--- src/rtl/conv_layer_input_ctrl_if.sv ---
// ----------------------------------------------------------------------------
// conv_layer_input_ctrl_if
//   Control bundle between the conv-layer top / input row buffer and the
//   input sequencer.
//   master : layer top side, issues start and consumes the sequencer outputs
//   slave  : the sequencer (conv_layer_input_ctrl)
//   Signals:
//     start          1-cycle frame start pulse
//     current_state  sequencer state (IDLE=0 PRELOAD=1 SHIFT=2 BIAS=3 LOAD=4)
//     col_index      pixel column (PRELOAD/LOAD) or output column (SHIFT)
//     row_index      buffer row presented to the MAC (SHIFT only)
//     preload_cycle  index of the row being preloaded
//     data_req       buffer samples data_in this cycle
//     out_row        output row being computed
//     busy           sequencer not in IDLE
//     done           1-cycle pulse at frame completion
// ----------------------------------------------------------------------------
interface conv_layer_input_ctrl_if #(
  parameter int unsigned BUFFER_COL_WIDTH = 4,
  parameter int unsigned BUFFER_ROW_WIDTH = 2,
  parameter int unsigned OUT_ROW_WIDTH    = 3
);

  logic                        start;
  logic [2:0]                  current_state;
  logic [BUFFER_COL_WIDTH-1:0] col_index;
  logic [BUFFER_ROW_WIDTH-1:0] row_index;
  logic [BUFFER_ROW_WIDTH-1:0] preload_cycle;
  logic                        data_req;
  logic [OUT_ROW_WIDTH-1:0]    out_row;
  logic                        busy;
  logic                        done;

  modport master (
    output start,
    input  current_state,
    input  col_index,
    input  row_index,
    input  preload_cycle,
    input  data_req,
    input  out_row,
    input  busy,
    input  done
  );

  modport slave (
    input  start,
    output current_state,
    output col_index,
    output row_index,
    output preload_cycle,
    output data_req,
    output out_row,
    output busy,
    output done
  );

endinterface : conv_layer_input_ctrl_if

--- src/rtl/conv_layer_input_ctrl.sv ---
// ----------------------------------------------------------------------------
// conv_layer_input_ctrl
//   Sequencer for the conv-layer input row buffer and KxK kernel datapath.
//   Preloads KERNEL_SIZE image rows, walks the kernel rows across every output
//   column, inserts one bias cycle per output row, then loads one new image row
//   per following output row. Also gates the upstream pixel source (data_req).
//   Ports:
//     clk      rising-edge clock
//     rst_n    asynchronous active-low reset
//     ctrl_if  slave side of conv_layer_input_ctrl_if (start in, status out)
//   All outputs are registered except busy and data_req, which are decoded
//   directly from the state/column registers.
// ----------------------------------------------------------------------------
module conv_layer_input_ctrl #(
  parameter int unsigned IMAGE_SIZE       = 8,
  parameter int unsigned KERNEL_SIZE      = 3,
  parameter int unsigned BUFFER_COL_WIDTH = 4,
  parameter int unsigned BUFFER_ROW_WIDTH = 2,
  parameter int unsigned OUT_ROW_WIDTH    = 3
) (
  input  logic                   clk,
  input  logic                   rst_n,
  conv_layer_input_ctrl_if.slave ctrl_if
);

  localparam int unsigned OUT = IMAGE_SIZE - KERNEL_SIZE + 1;

  // Terminal counts
  localparam logic [BUFFER_COL_WIDTH-1:0] COL_SHIFT    = BUFFER_COL_WIDTH'(IMAGE_SIZE);
  localparam logic [BUFFER_COL_WIDTH-1:0] COL_PIX_LAST = BUFFER_COL_WIDTH'(IMAGE_SIZE - 1);
  localparam logic [BUFFER_COL_WIDTH-1:0] COL_OUT_LAST = BUFFER_COL_WIDTH'(OUT - 1);
  localparam logic [BUFFER_ROW_WIDTH-1:0] ROW_LAST     = BUFFER_ROW_WIDTH'(KERNEL_SIZE - 1);
  localparam logic [OUT_ROW_WIDTH-1:0]    OROW_LAST    = OUT_ROW_WIDTH'(OUT - 1);

  localparam logic [BUFFER_COL_WIDTH-1:0] COL_ONE  = BUFFER_COL_WIDTH'(1);
  localparam logic [BUFFER_ROW_WIDTH-1:0] ROW_ONE  = BUFFER_ROW_WIDTH'(1);
  localparam logic [OUT_ROW_WIDTH-1:0]    OROW_ONE = OUT_ROW_WIDTH'(1);

  typedef enum logic [2:0] {
    ST_IDLE    = 3'd0,
    ST_PRELOAD = 3'd1,
    ST_SHIFT   = 3'd2,
    ST_BIAS    = 3'd3,
    ST_LOAD    = 3'd4
  } state_e;

  state_e                      state_q, state_d;
  logic [BUFFER_COL_WIDTH-1:0] col_q,   col_d;
  logic [BUFFER_ROW_WIDTH-1:0] row_q,   row_d;
  logic [BUFFER_ROW_WIDTH-1:0] pre_q,   pre_d;
  logic [OUT_ROW_WIDTH-1:0]    orow_q,  orow_d;
  logic                        done_q,  done_d;

  // State and counter registers
  always_ff @(posedge clk or negedge rst_n) begin
    if (!rst_n) begin
      state_q <= ST_IDLE;
      col_q   <= '0;
      row_q   <= '0;
      pre_q   <= '0;
      orow_q  <= '0;
      done_q  <= 1'b0;
    end else begin
      state_q <= state_d;
      col_q   <= col_d;
      row_q   <= row_d;
      pre_q   <= pre_d;
      orow_q  <= orow_d;
      done_q  <= done_d;
    end
  end

  // Next-state and counter sequencing
  always_comb begin
    state_d = state_q;
    col_d   = col_q;
    row_d   = row_q;
    pre_d   = pre_q;
    orow_d  = orow_q;
    done_d  = 1'b0;

    case (state_q)
      ST_IDLE: begin
        col_d  = '0;
        row_d  = '0;
        pre_d  = '0;
        orow_d = '0;
        if (ctrl_if.start) begin
          state_d = ST_PRELOAD;
        end
      end

      ST_PRELOAD: begin
        if (pre_q != ROW_LAST) begin
          // Non-final rows end with an extra count used as the buffer row shift
          if (col_q == COL_SHIFT) begin
            col_d = '0;
            pre_d = pre_q + ROW_ONE;
          end else begin
            col_d = col_q + COL_ONE;
          end
        end else begin
          // Final preload row goes straight into the kernel walk, no shift cycle
          if (col_q == COL_PIX_LAST) begin
            state_d = ST_SHIFT;
            col_d   = '0;
            row_d   = '0;
            pre_d   = '0;
            orow_d  = '0;
          end else begin
            col_d = col_q + COL_ONE;
          end
        end
      end

      ST_SHIFT: begin
        if (row_q == ROW_LAST) begin
          row_d = '0;
          if (col_q == COL_OUT_LAST) begin
            state_d = ST_BIAS;
            col_d   = '0;
          end else begin
            col_d = col_q + COL_ONE;
          end
        end else begin
          row_d = row_q + ROW_ONE;
        end
      end

      ST_BIAS: begin
        col_d = '0;
        row_d = '0;
        if (orow_q != OROW_LAST) begin
          state_d = ST_LOAD;
        end else begin
          // Frame complete: done coincides with the first IDLE cycle
          state_d = ST_IDLE;
          orow_d  = '0;
          done_d  = 1'b1;
        end
      end

      ST_LOAD: begin
        if (col_q == COL_PIX_LAST) begin
          state_d = ST_SHIFT;
          col_d   = '0;
          row_d   = '0;
          orow_d  = orow_q + OROW_ONE;
        end else begin
          col_d = col_q + COL_ONE;
        end
      end

      default: begin
        state_d = ST_IDLE;
        col_d   = '0;
        row_d   = '0;
        pre_d   = '0;
        orow_d  = '0;
      end
    endcase
  end

  // Registered outputs
  assign ctrl_if.current_state = state_q;
  assign ctrl_if.col_index     = col_q;
  assign ctrl_if.row_index     = row_q;
  assign ctrl_if.preload_cycle = pre_q;
  assign ctrl_if.out_row       = orow_q;
  assign ctrl_if.done          = done_q;

  // Decoded outputs; the preload shift count is the only non-request column
  assign ctrl_if.busy     = (state_q != ST_IDLE);
  assign ctrl_if.data_req = ((state_q == ST_PRELOAD) && (col_q < COL_SHIFT)) ||
                            (state_q == ST_LOAD);

endmodule : conv_layer_input_ctrl

--- src/flat_wrapper.sv ---
// flat-port wrapper written by rule: the top's interface ports become plain ports
module conv_layer_input_ctrl_flat 
#(
  parameter int unsigned IMAGE_SIZE       = 8,
  parameter int unsigned KERNEL_SIZE      = 3,
  parameter int unsigned BUFFER_COL_WIDTH = 4,
  parameter int unsigned BUFFER_ROW_WIDTH = 2,
  parameter int unsigned OUT_ROW_WIDTH    = 3
)
  (clk, rst_n, ctrl_if_start, ctrl_if_current_state, ctrl_if_col_index, ctrl_if_row_index, ctrl_if_preload_cycle, ctrl_if_data_req, ctrl_if_out_row, ctrl_if_busy, ctrl_if_done);
  conv_layer_input_ctrl_if #(.BUFFER_COL_WIDTH(BUFFER_COL_WIDTH), .BUFFER_ROW_WIDTH(BUFFER_ROW_WIDTH), .OUT_ROW_WIDTH(OUT_ROW_WIDTH)) ctrl_if_i ();
  input  logic clk;
  input  logic rst_n;
  input wire logic [$bits(ctrl_if_i.start)-1:0] ctrl_if_start;
  output wire logic [$bits(ctrl_if_i.current_state)-1:0] ctrl_if_current_state;
  output wire logic [$bits(ctrl_if_i.col_index)-1:0] ctrl_if_col_index;
  output wire logic [$bits(ctrl_if_i.row_index)-1:0] ctrl_if_row_index;
  output wire logic [$bits(ctrl_if_i.preload_cycle)-1:0] ctrl_if_preload_cycle;
  output wire logic [$bits(ctrl_if_i.data_req)-1:0] ctrl_if_data_req;
  output wire logic [$bits(ctrl_if_i.out_row)-1:0] ctrl_if_out_row;
  output wire logic [$bits(ctrl_if_i.busy)-1:0] ctrl_if_busy;
  output wire logic [$bits(ctrl_if_i.done)-1:0] ctrl_if_done;
  assign ctrl_if_i.start = ctrl_if_start;
  assign ctrl_if_current_state = ctrl_if_i.current_state;
  assign ctrl_if_col_index = ctrl_if_i.col_index;
  assign ctrl_if_row_index = ctrl_if_i.row_index;
  assign ctrl_if_preload_cycle = ctrl_if_i.preload_cycle;
  assign ctrl_if_data_req = ctrl_if_i.data_req;
  assign ctrl_if_out_row = ctrl_if_i.out_row;
  assign ctrl_if_busy = ctrl_if_i.busy;
  assign ctrl_if_done = ctrl_if_i.done;
  conv_layer_input_ctrl #(.IMAGE_SIZE(IMAGE_SIZE), .KERNEL_SIZE(KERNEL_SIZE), .BUFFER_COL_WIDTH(BUFFER_COL_WIDTH), .BUFFER_ROW_WIDTH(BUFFER_ROW_WIDTH), .OUT_ROW_WIDTH(OUT_ROW_WIDTH)) u_core (.clk(clk), .rst_n(rst_n), .ctrl_if(ctrl_if_i));
endmodule
--- config.mk ---
export PLATFORM = sky130hd
export DESIGN_NAME = conv_layer_input_ctrl_flat
export DESIGN_NICKNAME = d
export VERILOG_FILES = /design/src/rtl/conv_layer_input_ctrl_if.sv /design/src/rtl/conv_layer_input_ctrl.sv /design/src/flat_wrapper.sv
export SDC_FILE = /design/constraint.sdc
export NUM_CORES = 1
export LEC_CHECK = 0
export BUFFER_PORTS_ARGS = -buffer_cell sky130_fd_sc_hd__buf_4
export CAP_MARGIN = 20
export CORE_MARGIN = 5
export CORE_UTILIZATION = 46
export CTS_CLUSTER_SIZE = 40
export DETAILED_ROUTE_END_ITERATION = 6
export GPL_TIMING_DRIVEN = 0
export HOLD_SLACK_MARGIN = 0.02
export PLACE_DENSITY_LB_ADDON = 0.05
export REMOVE_ABC_BUFFERS = 1
export SLEW_MARGIN = 25
export SYNTH_ARGS = -nofsm -noshare
export SYNTH_HDL_FRONTEND = slang
export SYNTH_SLANG_ARGS = --single-unit
--- constraint.sdc ---
create_clock -name clk -period 1.77 [get_ports clk]
set_clock_uncertainty 0.05 [all_clocks]
set_input_delay 0.177 -clock clk [delete_from_list [all_inputs] [get_ports clk]]
set_output_delay 0.177 -clock clk [all_outputs]
set_load 0.01 [all_outputs]
==> flow_summary.ini <==
[synthesis]
synth_edf_count = 0
ys.flop_type = dfrtp_1
synth-simple-area-share = 0.207
synth-seq-cells = 15
synth.top_cells.by_area = dfrtp_1 38%, ha_1 6.4%, a21oi_1 4.1%
synth_top_area_frac = 0.384
synth_cells = 101
syn_area_um2 = 977
async_reset_ff_frac = 1.00
ys_warn_count = 0
synth_area_leader_cell = dfrtp_1
synth_compound_area_frac = 0.224
yosysSeqAreaShare = 0.384
synthAdderAreaFrac = 0.0640
synthMuxAreaShare = 0.0423
synth_common_cells = 15 x dfrtp_1, 8 x a21oi_1, 7 x nor2_1, 7 x o21ai_0
synth_cell_type_count = 34
yosysMostFrequentCell = dfrtp_1
syn_area_per_cell_um2 = 9.68
synth_top_family_by_area = compound AO/OA/AOI/OAI gates
synth_xor_area_frac = 0.0179

[clock_network]
numCtsBuffers = 3
cts_root_buf = clkbuf_4
insertion_delay_ns = 0.29
cts_tree = yes
cts_max_path_buffers = 2
cts.clk_slew.worst_paths_ns = 0.10
clock_sinks = 15
htreeDepth = 1

[critical_path]
cp_data_arrival_time_ns = 1.86
critical_path_required_ns = 1.90
slowest_stage = dfrtp_1
path_max_fanout = 3
critPathCaptureType = flop
critical-path-max-stage-delay_ns = 0.44
cp_top_family = flip-flops
rrSetupSlack_ns = 0.04
crit_buf_inv = 0
worstSetupPathType = flop to flop
worst_setup_path_start_kind = flop
worstPathCellList = ha_4 > and3b_2 > and2_4 > o311ai_4 > mux2_4

[routing]
drtPass1Iterations = 4
ant_nets = 0
via_per_inst = 5.49
route.vias.total = 845
drc = 0
dr.first_iter.drc_count = 22
drt-wirelength-per-cell_um = 14.7
finalWirelength_mm = 2.26

[timing]
worst_pin_slew_ns = 0.412
fin_crit_ns = 1.73
fmax_ghz = 0.579
slew_headroom = 0.725
hold_ws_ns = 0.216
finalCritPeriodShare = 0.975
finalSetupTns_ns = 0
drv_slew = 0
rsz0062_at_grt = yes
hold_viol_final = 0
setup_violations = 0
worst_slack_ns = 0.0434

[floorplanning]
initial_utilization = 0.488
coreArea_um2 = 2000
die_w_um = 56.1
ioPinCount = 20
fp.dieH_um = 56.1
dieArea_um2 = 3150
rows = 16

[global_route]
grt_pass1_wl_mm = 4.11
overflow = 0
gr-usage-all-layers = 0.163
grt_max_degree = 16
first_global_vias = 877
antenna_found_initial = 0

[min_path]
min_path_type = input pin to async pin

[place]
dp.cells = 142
place_hpwl_mm = 1.55
pre_cts_slack_ns = -0.165
numPortBuffers = 19
place_congestion = 0.818

[final_layout]
drive_above_1_share = 0.409
stdcell_count = 154
antenna_cells = 0
syn2layout_area_growth_pct = 30.3
layout.nets = 136

[pwr]
power_density_nw_per_um2 = 1220
p_leak_nw = 0.576
ir_drop_v = 0.000836
total_power_mw = 1.56

[status]
status = completed

[flow_run]
cap_violations = 0
## worst register-to-register path, delay by kind of cell, from the launching register on
family,cells,cell delay [ns]
AOI/OAI and AO/OA,1,0.26
muxes,1,0.33
DFF,1,0.44
and+or+nand+nor,2,0.35
adders and majority gates,1,0.19
## state kept, by name, indices dropped and copies added (netlist names)
name,flops
u_core.ctrl_if.done,1
u_core.ctrl_if.current_state,3
u_core.ctrl_if.out_row,3
u_core.ctrl_if.row_index,2
u_core.ctrl_if.col_index,4
u_core.ctrl_if.preload_cycle,2
## final timing paths
| kind | endpoint | cells past startpoint | start |
|---|---|---|---|
| setup / recovery | u_core.ctrl_if.preload_cycle[1] | 5 | u_core.ctrl_if.col_index[1] |
| hold / removal | u_core.ctrl_if.preload_cycle[1] | 2 | rst_n |
| setup reg to reg | u_core.ctrl_if.preload_cycle[1] | 5 | u_core.ctrl_if.col_index[1] |
| hold reg to reg | u_core.ctrl_if.row_index[0] | 1 | u_core.ctrl_if.row_index[1] |
| max in group asynchronous | u_core.ctrl_if.current_state[2] | 2 | rst_n |
| min in group clk | u_core.ctrl_if.current_state[0] | 4 | ctrl_if_start |
## per-layer routing
metal | track usage | up-vias | part of all wire
met5 | 0 | - | 0
met4 | 0.0746 | 0 | 0.0066
met3 | 0.0278 | 2 | 0.051
met2 | 0.264 | 25 | 0.48
met1 | 0.210 | 410 | 0.46
li1 | - | 408 | -
## stage by stage
step | util | area, µm²
4_1_cts | 0.616 | 1230
6_report | 0.636 | 1270
2_1_floorplan | - | 937
3_3_place_gp | 0.556 | 1110
3_5_place_dp | 0.556 | 1110
5_1_grt | 0.636 | 1270
## report_power, final
| part | internal, mW | leakage [nW] | switching, mW |
|---|---|---|---|
| logic | 0.429 | 0.368 | 0.383 |
| registers | 0.418 | 0.193 | 0.124 |
| clock network | 0.0875 | 0.0150 | 0.118 |
## layout make-up
cell class / count / area (µm²)
Clock buffer: 4 / 26.3
Fill cell: 174 / 728
Inverter: 5 / 18.8
Multi-Input combinational cell: 76 / 607
Sequential cell: 15 / 379
Tap cell: 27 / 33.8
Timing Repair Buffer: 27 / 209
## kinds of logic after synthesis
| family | Yosys count |
|---|---|
| compound gates | 31 |
| xor+xnor | 2 |
| fa+ha+maj | 5 |
| buf+inv | 10 |
| flops | 15 |
| mux | 3 |
| simple gates | 35 |
## cells in the final DEF (no fill, tap or decap), types with 2 or more instances in the layout
cell type	count
a21oi_1	5
a21oi_2	3
buf_4	25
clkbuf_4	3
dfrtp_1	12
dfrtp_2	3
ha_1	3
ha_4	2
inv_1	5
mux2_4	3
nand2_1	3
nand2b_1	4
nor2_1	6
nor2_2	2
nor2b_1	2
nor3_1	3
o21ai_0	7
o21ai_1	5
o31ai_1	3
o32ai_1	2
or3_1	2
or3b_1	2
xor2_1	2
## what timing repair did
action / 4_1_cts / 5_1_grt
pin swaps: 2 / 5
hold endpoints to repair: 15 / 0
gates resized for setup: 8 / 11
buffers inserted: 7 / 1
endpoints found under the setup margin: 3 / 11
hold buffers: 1 / 0
(Power assumes the default switching activity.)
